<file path="src/rtl/bin_to_bcd_seq_pkg.sv">
// Shared types and elaboration helpers for the sequential binary-to-BCD converter.
package bcd_pkg;

  typedef enum logic [1:0] {
    IDLE = 2'd0,
    CONV = 2'd1,
    DONE = 2'd2
  } state_t;

  // Width of a counter that can hold 0..bin_w.
  function automatic int cnt_w(input int bin_w);
    return $clog2(bin_w + 1);
  endfunction

  // 10**n, used to confirm at elaboration that DIGITS covers the input range.
  function automatic longint unsigned pow10(input int n);
    longint unsigned p;
    p = 64'd1;
    for (int i = 0; i < n; i++) begin
      p = p * 64'd10;
    end
    return p;
  endfunction

endpackage

</file>
<file path="src/rtl/bin_to_bcd_seq_if.sv">
// Request / result handshake bundle of the binary-to-BCD converter.
interface bin_to_bcd_seq_if #(
  parameter int BIN_W  = 9,
  parameter int DIGITS = 3
);
  logic                  in_valid;
  logic                  in_ready;
  logic [BIN_W-1:0]      binary;
  logic                  signed_mode;
  logic                  out_valid;
  logic                  out_ready;
  logic [4*DIGITS-1:0]   bcd;
  logic                  sign;
  logic                  busy;

  modport master (
    output in_valid, binary, signed_mode, out_ready,
    input  in_ready, out_valid, bcd, sign, busy
  );

  modport slave (
    input  in_valid, binary, signed_mode, out_ready,
    output in_ready, out_valid, bcd, sign, busy
  );
endinterface

</file>
<file path="src/rtl/bin_to_bcd_seq_add3.sv">
// Single-digit double-dabble correction: add 3 when the digit is 5 or more.
module bcd_add3 (
  input  logic [3:0] din,
  output logic [3:0] dout
);

  // Correction so the following left shift carries into the next digit at 10.
  always_comb begin
    dout = din;
    if (din >= 4'd5) begin
      dout = din + 4'd3;
    end
  end

endmodule

</file>
<file path="src/rtl/bin_to_bcd_seq.sv">
// Sequential binary-to-BCD converter: one double-dabble step per clock,
// optional two's-complement input with a separate sign output.
module bin_to_bcd_seq
  import bcd_pkg::*;
#(
  parameter int BIN_W  = 9,
  parameter int DIGITS = 3
) (
  input  logic            clk,
  input  logic            rst_n,
  bin_to_bcd_seq_if.slave bus
);

  localparam int              CNT_W   = cnt_w(BIN_W);
  localparam logic [CNT_W-1:0] LAST   = CNT_W'(BIN_W - 1);
  localparam longint unsigned MAX_BIN = (64'd1 << BIN_W) - 64'd1;

  if (pow10(DIGITS) <= MAX_BIN) begin : g_bad_digits
    $error("bin_to_bcd_seq: DIGITS too small for BIN_W");
  end

  state_t                state;
  state_t                state_next;
  logic [CNT_W-1:0]      cnt;
  logic [BIN_W-1:0]      mag;
  logic [BIN_W-1:0]      shreg;
  logic [4*DIGITS-1:0]   acc;
  logic [4*DIGITS-1:0]   adj;
  logic                  neg;
  logic                  sign_r;
  logic                  accept;
  logic                  last_step;

  assign accept    = (state == IDLE) && bus.in_valid;
  assign last_step = (cnt == LAST);

  // Magnitude of the request; the most negative value wraps onto its own bit pattern,
  // which read as unsigned is exactly 2**(BIN_W-1).
  always_comb begin
    neg = bus.signed_mode & bus.binary[BIN_W-1];
    mag = bus.binary;
    if (neg) begin
      mag = ~bus.binary + BIN_W'(1);
    end
  end

  for (genvar g = 0; g < DIGITS; g++) begin : g_add3
    bcd_add3 u_add3 (
      .din  (acc[4*g +: 4]),
      .dout (adj[4*g +: 4])
    );
  end

  // State register.
  always_ff @(posedge clk or negedge rst_n) begin
    if (!rst_n) begin
      state <= IDLE;
    end else begin
      state <= state_next;
    end
  end

  // Next-state decode.
  always_comb begin
    state_next = state;
    case (state)
      IDLE:    if (bus.in_valid)  state_next = CONV;
      CONV:    if (last_step)     state_next = DONE;
      DONE:    if (bus.out_ready) state_next = IDLE;
      default:                    state_next = IDLE;
    endcase
  end

  // Step counter: cleared on accept, advanced once per conversion step.
  always_ff @(posedge clk or negedge rst_n) begin
    if (!rst_n) begin
      cnt <= '0;
    end else if (accept) begin
      cnt <= '0;
    end else if (state == CONV) begin
      cnt <= cnt + CNT_W'(1);
    end
  end

  // Datapath: load on accept, then correct-and-shift {acc, shreg} each CONV cycle.
  always_ff @(posedge clk) begin
    if (accept) begin
      shreg  <= mag;
      acc    <= '0;
      sign_r <= neg & (mag != '0);
    end else if (state == CONV) begin
      acc   <= {adj[4*DIGITS-2:0], shreg[BIN_W-1]};
      shreg <= {shreg[BIN_W-2:0], 1'b0};
    end
  end

  // Outputs decoded from state; result is masked to zero outside DONE.
  always_comb begin
    bus.in_ready  = (state == IDLE);
    bus.busy      = (state == CONV);
    bus.out_valid = (state == DONE);
    bus.bcd       = '0;
    bus.sign      = 1'b0;
    if (state == DONE) begin
      bus.bcd  = acc;
      bus.sign = sign_r;
    end
  end

endmodule

</file>
<file path="src/flat_wrapper.sv">
// flat-port wrapper written by rule: the top's interface ports become plain ports
module bin_to_bcd_seq_flat import bcd_pkg::*;
#(
  parameter int BIN_W  = 9,
  parameter int DIGITS = 3
)
  (clk, rst_n, bus_in_valid, bus_binary, bus_signed_mode, bus_out_ready, bus_in_ready, bus_out_valid, bus_bcd, bus_sign, bus_busy);
  bin_to_bcd_seq_if #(.BIN_W(BIN_W), .DIGITS(DIGITS)) bus_i ();
  input  logic clk;
  input  logic rst_n;
  input wire logic [$bits(bus_i.in_valid)-1:0] bus_in_valid;
  input wire logic [$bits(bus_i.binary)-1:0] bus_binary;
  input wire logic [$bits(bus_i.signed_mode)-1:0] bus_signed_mode;
  input wire logic [$bits(bus_i.out_ready)-1:0] bus_out_ready;
  output wire logic [$bits(bus_i.in_ready)-1:0] bus_in_ready;
  output wire logic [$bits(bus_i.out_valid)-1:0] bus_out_valid;
  output wire logic [$bits(bus_i.bcd)-1:0] bus_bcd;
  output wire logic [$bits(bus_i.sign)-1:0] bus_sign;
  output wire logic [$bits(bus_i.busy)-1:0] bus_busy;
  assign bus_i.in_valid = bus_in_valid;
  assign bus_i.binary = bus_binary;
  assign bus_i.signed_mode = bus_signed_mode;
  assign bus_i.out_ready = bus_out_ready;
  assign bus_in_ready = bus_i.in_ready;
  assign bus_out_valid = bus_i.out_valid;
  assign bus_bcd = bus_i.bcd;
  assign bus_sign = bus_i.sign;
  assign bus_busy = bus_i.busy;
  bin_to_bcd_seq #(.BIN_W(BIN_W), .DIGITS(DIGITS)) u_core (.clk(clk), .rst_n(rst_n), .bus(bus_i));
endmodule
</file>
<file path="config.mk">
export PLATFORM = sky130hd
export DESIGN_NAME = bin_to_bcd_seq_flat
export DESIGN_NICKNAME = d
export VERILOG_FILES = /design/src/rtl/bin_to_bcd_seq_pkg.sv /design/src/rtl/bin_to_bcd_seq_if.sv /design/src/rtl/bin_to_bcd_seq_add3.sv /design/src/rtl/bin_to_bcd_seq.sv /design/src/flat_wrapper.sv
export SDC_FILE = /design/constraint.sdc
export NUM_CORES = 1
export LEC_CHECK = 0
export ABC_AREA = 0
export BUFFER_PORTS_ARGS = -buffer_cell sky130_fd_sc_hd__buf_2
export CORE_MARGIN = 5
export CORE_UTILIZATION = 55
export DETAILED_ROUTE_END_ITERATION = 8
export HOLD_SLACK_MARGIN = 0.12
export PLACE_DENSITY_LB_ADDON = 0.3
export SYNTH_ARGS = -nofsm -noshare
export SYNTH_HDL_FRONTEND = slang
export SYNTH_SLANG_ARGS = --single-unit
</file>
<file path="constraint.sdc">
create_clock -name clk -period 1.6 [get_ports clk]
set_input_delay 0.32 -clock clk [delete_from_list [all_inputs] [get_ports clk]]
set_output_delay 0.32 -clock clk [all_outputs]
set_load 0.05 [all_outputs]
</file>
==> qor.txt, run 1 <==
Post-DP Area: 0.00200 mm2
initial DRC count: 100
H-Tree Depth: 1
CORE AREA: 0.00278 mm2
total CTS buffers: 3
Max Root-Sink Buffers: 2
largest net degree at the start of global routing: 23
largest cells by area after synthesis: edfxtp_1, dfxtp_1, dfrtp_1, ha_1, o21ai_0
Setup Skew: 0.00305 ns
Buf/Inv on CP: 3
vias in the first global route: 1538
multi-input combinational cell area: 956 um2
RSZ-0062 raised after global routing: yes
slowest stage delay, CP: 0.43 ns
Least-Margin Pin Slew: 0.482 ns
r2r endpoint: u_core.acc[2]$_SDFFE_PP0P_
Crit. End Element: output port
die area: 0.00410 mm2
status: finished with violations
FF+latch area: 694 um2
Worst EP arrival: 1.48 ns
crit path cell chain: nor2b_4, clkinvlp_4, buf_6, nor2_4, buf_8
DIE HEIGHT: 64.0 um
TritonCTS clock tree: yes
delay-heaviest family, CP: buffers and inverters
Final Max Tran Viols: 0
setup total negative slack: -1.85 ns
overall power: 3.62 mW
post-synth top area share: 18.7%
Post-Route Hold Slack: 0.141 ns
synthesized area per cell: 9.02 um2
total wire length: 3970 um
Power Dens Cells: 1590 mW/mm2
fin area: 0.00228 mm2
Initial Util: 57.7%
detailed placement HPWL: 2870 um
Tmin final: 1.80 ns
Worst-Skew Late Latency: 0.32 ns
Worst Path Required: 1.28 ns
total track usage: 20.3%
DR vias: 1470
Critical Path Source Type: flip-flop
1st-pass router iterations: 4
violated checks: setup timing
Max Cap Violations: 0
Hold Path Stages: 2
final worst-path cycle share: 112%
Static Leak: 0.973 nW
Synth Register Bits: 28
CP max FO: 4
layout cells sized above 1: 41.8%
Layout Nets: 256
Clock Pin Slew Worst Setup and Hold Paths: 0.15 ns
first-pass GRT wire length: 6760 um
worst min-delay path class: in -> reg
R2R Setup Slk: 0.09 ns
input/output buffers: 29
Final Hold Viols: 0
drt drc: 0
Worst path slowest cell: dfrtp_1
synthesized netlist cell count: 178
vias per cell: 5.59
Syn. warnings: 0
post-synth cell types: 31
# fillers: 177
RR Startpoint: u_core.acc[1]$_SDFFE_PP0P_
endpoints failing setup: 13
cell accounting for the most synthesized area: edfxtp_1
CTS root buf: clkbuf_4
Worst Setup Slack, final: -0.195 ns
relative slew slack: 67.6%
FF-to-FF path depth: 6
Ant. Diodes: 0
WS Path Type: reg -> out
drt wl/cell: 15.1 um
CTS Sinks: 28
post-route ant nets: 0
dpl ws: -0.168 ns
total gr overflow: 0
Rows: 19
Die W: 64.0 um
Synth-to-Final Area Change: 42.0%
Synth Net Count: 201
hold path startpoint: bus_out_ready
maximum clock frequency: 557 MHz
Mapped Area: 0.00161 mm2
Final Wtd Congestion: 0.847
register area share after synthesis: 43.0%
WHS Endpoint: u_core.state[1]$_DFFE_PN0P_
num ports: 30
initial antenna violation count: 0
maximum vdd drop: 1.36 mV
-- cell families after synthesis --
| group | after synthesis | synth area share (%) |
|---|---|---|
| mux | 4 | 2.73 |
| compound gates | 40 | 16.6 |
| simple gates | 65 | 19.1 |
| xor+xnor | 13 | 7.09 |
| fa+ha+maj | 9 | 7.01 |
| flops | 28 | 43.0 |
| buf+inv | 19 | 4.44 |
-- stage by stage --
| step | util [%] | std cells |
|---|---|---|
| 5_1_grt | 82.0 | 263 |
| 3_5_place_dp | 71.9 | 255 |
| 4_1_cts | 79.4 | 260 |
| 3_3_place_gp | 71.9 | 255 |
| 2_1_floorplan | - | 178 |
| 6_report | 82.0 | 263 |
-- final cells by class --
type / count / share of cell area, %
Multi-Input combinational cell: 131 / 41.9
Sequential cell: 28 / 30.5
Timing Repair Buffer: 56 / 22.2
Inverter: 13 / 2.52
Tap cell: 31 / 1.70
Clock buffer: 4 / 1.15
-- routing by layer --
layer	vias up	global-route usage [%]	part of all wire [%]
met4	0	8.31	1.3
li1	719	-	-
met1	709	22.3	41
met5	-	0	0
met3	6	3.33	3.8
met2	36	38.1	54
-- sequential cells by signal, indices dropped and copies added (netlist names) --
| register | cells |
|---|---|
| u_core.shreg | 9 |
| u_core.sign_r | 1 |
| u_core.acc | 12 |
| u_core.cnt | 4 |
| u_core.state | 2 |
-- how the worst max path moves through the flow --
stage / slack, ns / to / cells after the start / startpoint
after global placement: -0.12 / u_core.sign_r$_DFFE_PP_ / 5 / bus_binary[1]
after detailed placement: -0.17 / u_core.sign_r$_DFFE_PP_ / 5 / bus_binary[1]
final: -0.20 / bus_bcd[9] / 5 / u_core.state[0]$_DFFE_PN0P_
after floorplan: -0.08 / bus_bcd[0] / 4 / u_core.state[0]$_DFFE_PN0P_
after global routing: -0.28 / bus_bcd[9] / 5 / u_core.state[1]$_DFFE_PN0P_
after CTS: -0.19 / bus_bcd[9] / 5 / u_core.state[0]$_DFFE_PN0P_
-- repair_timing --
action                                  CTS  global route
endpoints found under the setup margin   15            31
pin swaps                                 3             1
hold endpoints to repair                  6             0
gates resized for setup                  52            21
setup buffers                             0             5
hold buffers                              1             0
-- power by group --
| group | internal [mW] | switching [mW] | leakage (nW) |
|---|---|---|---|
| sequential | 1.13 | 0.220 | 0.278 |
| clock | 0.0976 | 0.206 | 0.0150 |
| combinational | 0.833 | 1.14 | 0.679 |
-- cells in the final DEF (no fill, tap or decap), types with 3 or more instances in the layout --
| cell type | instances |
|---|---|
| xnor2_1 | 7 |
| and2_4 | 7 |
| nand3_1 | 13 |
| dfxtp_2 | 3 |
| dfrtp_1 | 6 |
| nor2_4 | 7 |
| buf_2 | 13 |
| ha_1 | 7 |
| dfxtp_1 | 9 |
| o21ai_0 | 21 |
| nand2b_1 | 4 |
| a21oi_1 | 5 |
| nand2_1 | 16 |
| buf_4 | 23 |
| buf_8 | 12 |
| nor2_1 | 10 |
| clkbuf_4 | 3 |
| inv_2 | 3 |
| edfxtp_1 | 10 |
| xor2_1 | 6 |
| buf_6 | 7 |
| inv_1 | 7 |
| mux2_2 | 3 |
-- synthesized netlist by cell type --
master	count
o21ai_0	22
nand2_1	18
nor2_1	17
nand3_1	13
dfxtp_1	12
inv_1	11
edfxtp_1	10
ha_1	9
a21oi_1	7
and2_1	7
xnor2_1	7
clkbuf_1	6
dfrtp_1	6
xor2_1	6
nand2b_1	5
mux2_2	3
inv_2	2
o21bai_1	2
o31ai_1	2
o32ai_1	2
a221oi_2	1
a31oi_1	1
a41oi_2	1
mux2i_1	1
nand2_2	1
nor2b_1	1
nor3_1	1
o2bb2ai_1	1
o41ai_4	1
or3_1	1
or3_4	1
Power figures use the tool's default switching activity.
==> run 2: changes to the inputs <==
==> constraint.sdc (replaced) <==
create_clock -name clk -period 1.6 [get_ports clk]
set_input_delay 0.08 -clock clk [delete_from_list [all_inputs] [get_ports clk]]
set_output_delay 0.08 -clock clk [all_outputs]
set_load 0.05 [all_outputs]
==> qor.txt, run 2 (synthesis results as in run 1) <==
Ant. Diodes: 0
relative slew slack: 68.1%
Die W: 64.0 um
Power Dens Cells: 1640 mW/mm2
drt wl/cell: 13.4 um
Setup Skew: 0.00307 ns
vias per cell: 5.47
drt drc: 0
Synth-to-Final Area Change: 24.7%
fin area: 0.00200 mm2
DIE HEIGHT: 64.0 um
Final Max Tran Viols: 0
WS Path Type: in -> reg
Worst EP arrival: 1.60 ns
Post-DP Area: 0.00184 mm2
met1 usage: 19.1%
Crit. End Element: flip-flop
met3 Use GR: 2.28%
first-pass GRT wire length: 5690 um
Clock Pin Slew Worst Setup and Hold Paths: 0.14 ns
Least-Margin Pin Slew: 0.475 ns
vias in the first global route: 1362
CTS root buf: clkbuf_4
Tmin final: 1.53 ns
Worst Setup Slack, final: 0.0732 ns
layout cells sized above 1: 34.1%
Initial Util: 57.7%
final worst-path cycle share: 95.4%
DR vias: 1357
CTS Sinks: 28
Worst Path Required: 1.67 ns
largest register by flop count: u_core.acc
total gr overflow: 0
worst min-delay path class: in -> reg
Max Cap Violations: 0
post-route ant nets: 0
Cells after DPL: 238
largest net degree at the start of global routing: 20
maximum vdd drop: 1.03 mV
overall power: 3.28 mW
input/output buffers: 29
most frequent cells in the layout: o21ai_0, buf_4, nand2_1
Final Wtd Congestion: 0.799
status: finished clean
commonest non-fill, non-tap cell in the layout: o21ai_0
Max Root-Sink Buffers: 2
1st-pass router iterations: 4
CORE AREA: 0.00278 mm2
Rows: 19
Final Hold Viols: 0
die area: 0.00410 mm2
H-Tree Depth: 1
detailed placement HPWL: 2530 um
setup total negative slack: 0 ns
initial DRC count: 57
max reg flops: 12
non-filler instance count after layout: 248
initial antenna violation count: 0
total wire length: 3310 um
Worst-Skew Late Latency: 0.32 ns
Largest regs: u_core.acc (12), u_core.shreg (9), u_core.cnt (4)
TritonCTS clock tree: yes
endpoints failing setup: 0
global routing's busiest layer: met2
met2 GRT Util: 31.7%
Critical Path Source Type: primary input
Layout Nets: 241
CP max FO: 3
maximum clock frequency: 655 MHz
num ports: 30
total track usage: 16.9%
dpl ws: 0.0687 ns
Static Leak: 0.856 nW
total CTS buffers: 3
[run 2: metal layers]
layer | up-vias | share of wire, %
met2 | 26 | 51
li1 | 689 | -
met4 | 0 | 1.7
met3 | 6 | 4.4
met1 | 636 | 43
met5 | - | 0
[run 2: timing repair]
| item | in CTS | in global routing |
|---|---|---|
| setup endpoints to repair | 7 | 17 |
| hold buffers | 5 | 0 |
| resized for setup | 8 | 26 |
| hold endpoints to repair | 9 | 0 |
| setup buffers | 0 | 1 |
[run 2: worst max-delay path, stage by stage]
cell,delay (ns)
dlygate4sd3_1,0.52
buf_2,0.14
nand2_2,0.07
or3_1,0.39
a221oi_2,0.28
a41oi_2,0.14
[run 2: final cells by class]
type | instances | area, um2
Multi-Input combinational cell | 131 | 897
Tap cell | 31 | 38.8
Timing Repair Buffer | 41 | 283
Clock buffer | 4 | 36.3
Sequential cell | 28 | 696
Inverter | 13 | 51.3
Fill cell | 234 | 779
[run 2: through the flow]
stage / utilization [%] / hold WS [ns]
final: 72.0 / 0.156
after CTS: 70.0 / 0.133
after floorplan: - / -0.216
after global routing: 72.0 / 0.154
after detailed placement: 66.1 / -0.0883
after global placement: 66.1 / -0.0943
[run 2: power breakdown]
part	switching [mW]	internal, mW	leakage (nW)	total (mW)
sequential	0.222	1.13	0.278	1.35
clock	0.198	0.139	0.0210	0.337
combinational	0.965	0.623	0.558	1.59
[run 2: path summary, 6_finish.rpt]
kind | to | start | cells after the start | slack, ns
max reg2reg | u_core.acc[10]$_SDFFE_PP0P_ | u_core.acc[9]$_SDFFE_PP0P_ | 6 | 0.09
max in group asynchronous | u_core.state[0]$_DFFE_PN0P_ | rst_n | 3 | 0.70
max | u_core.sign_r$_DFFE_PP_ | bus_binary[8] | 6 | 0.07
min in group asynchronous | u_core.cnt[1]$_DFFE_PN0P_ | rst_n | 3 | 0.67
min reg2reg | u_core.acc[0]$_SDFFE_PP0P_ | u_core.shreg[8]$_DFFE_PP_ | 2 | 0.46
min | u_core.shreg[2]$_DFFE_PP_ | bus_binary[2] | 3 | 0.16
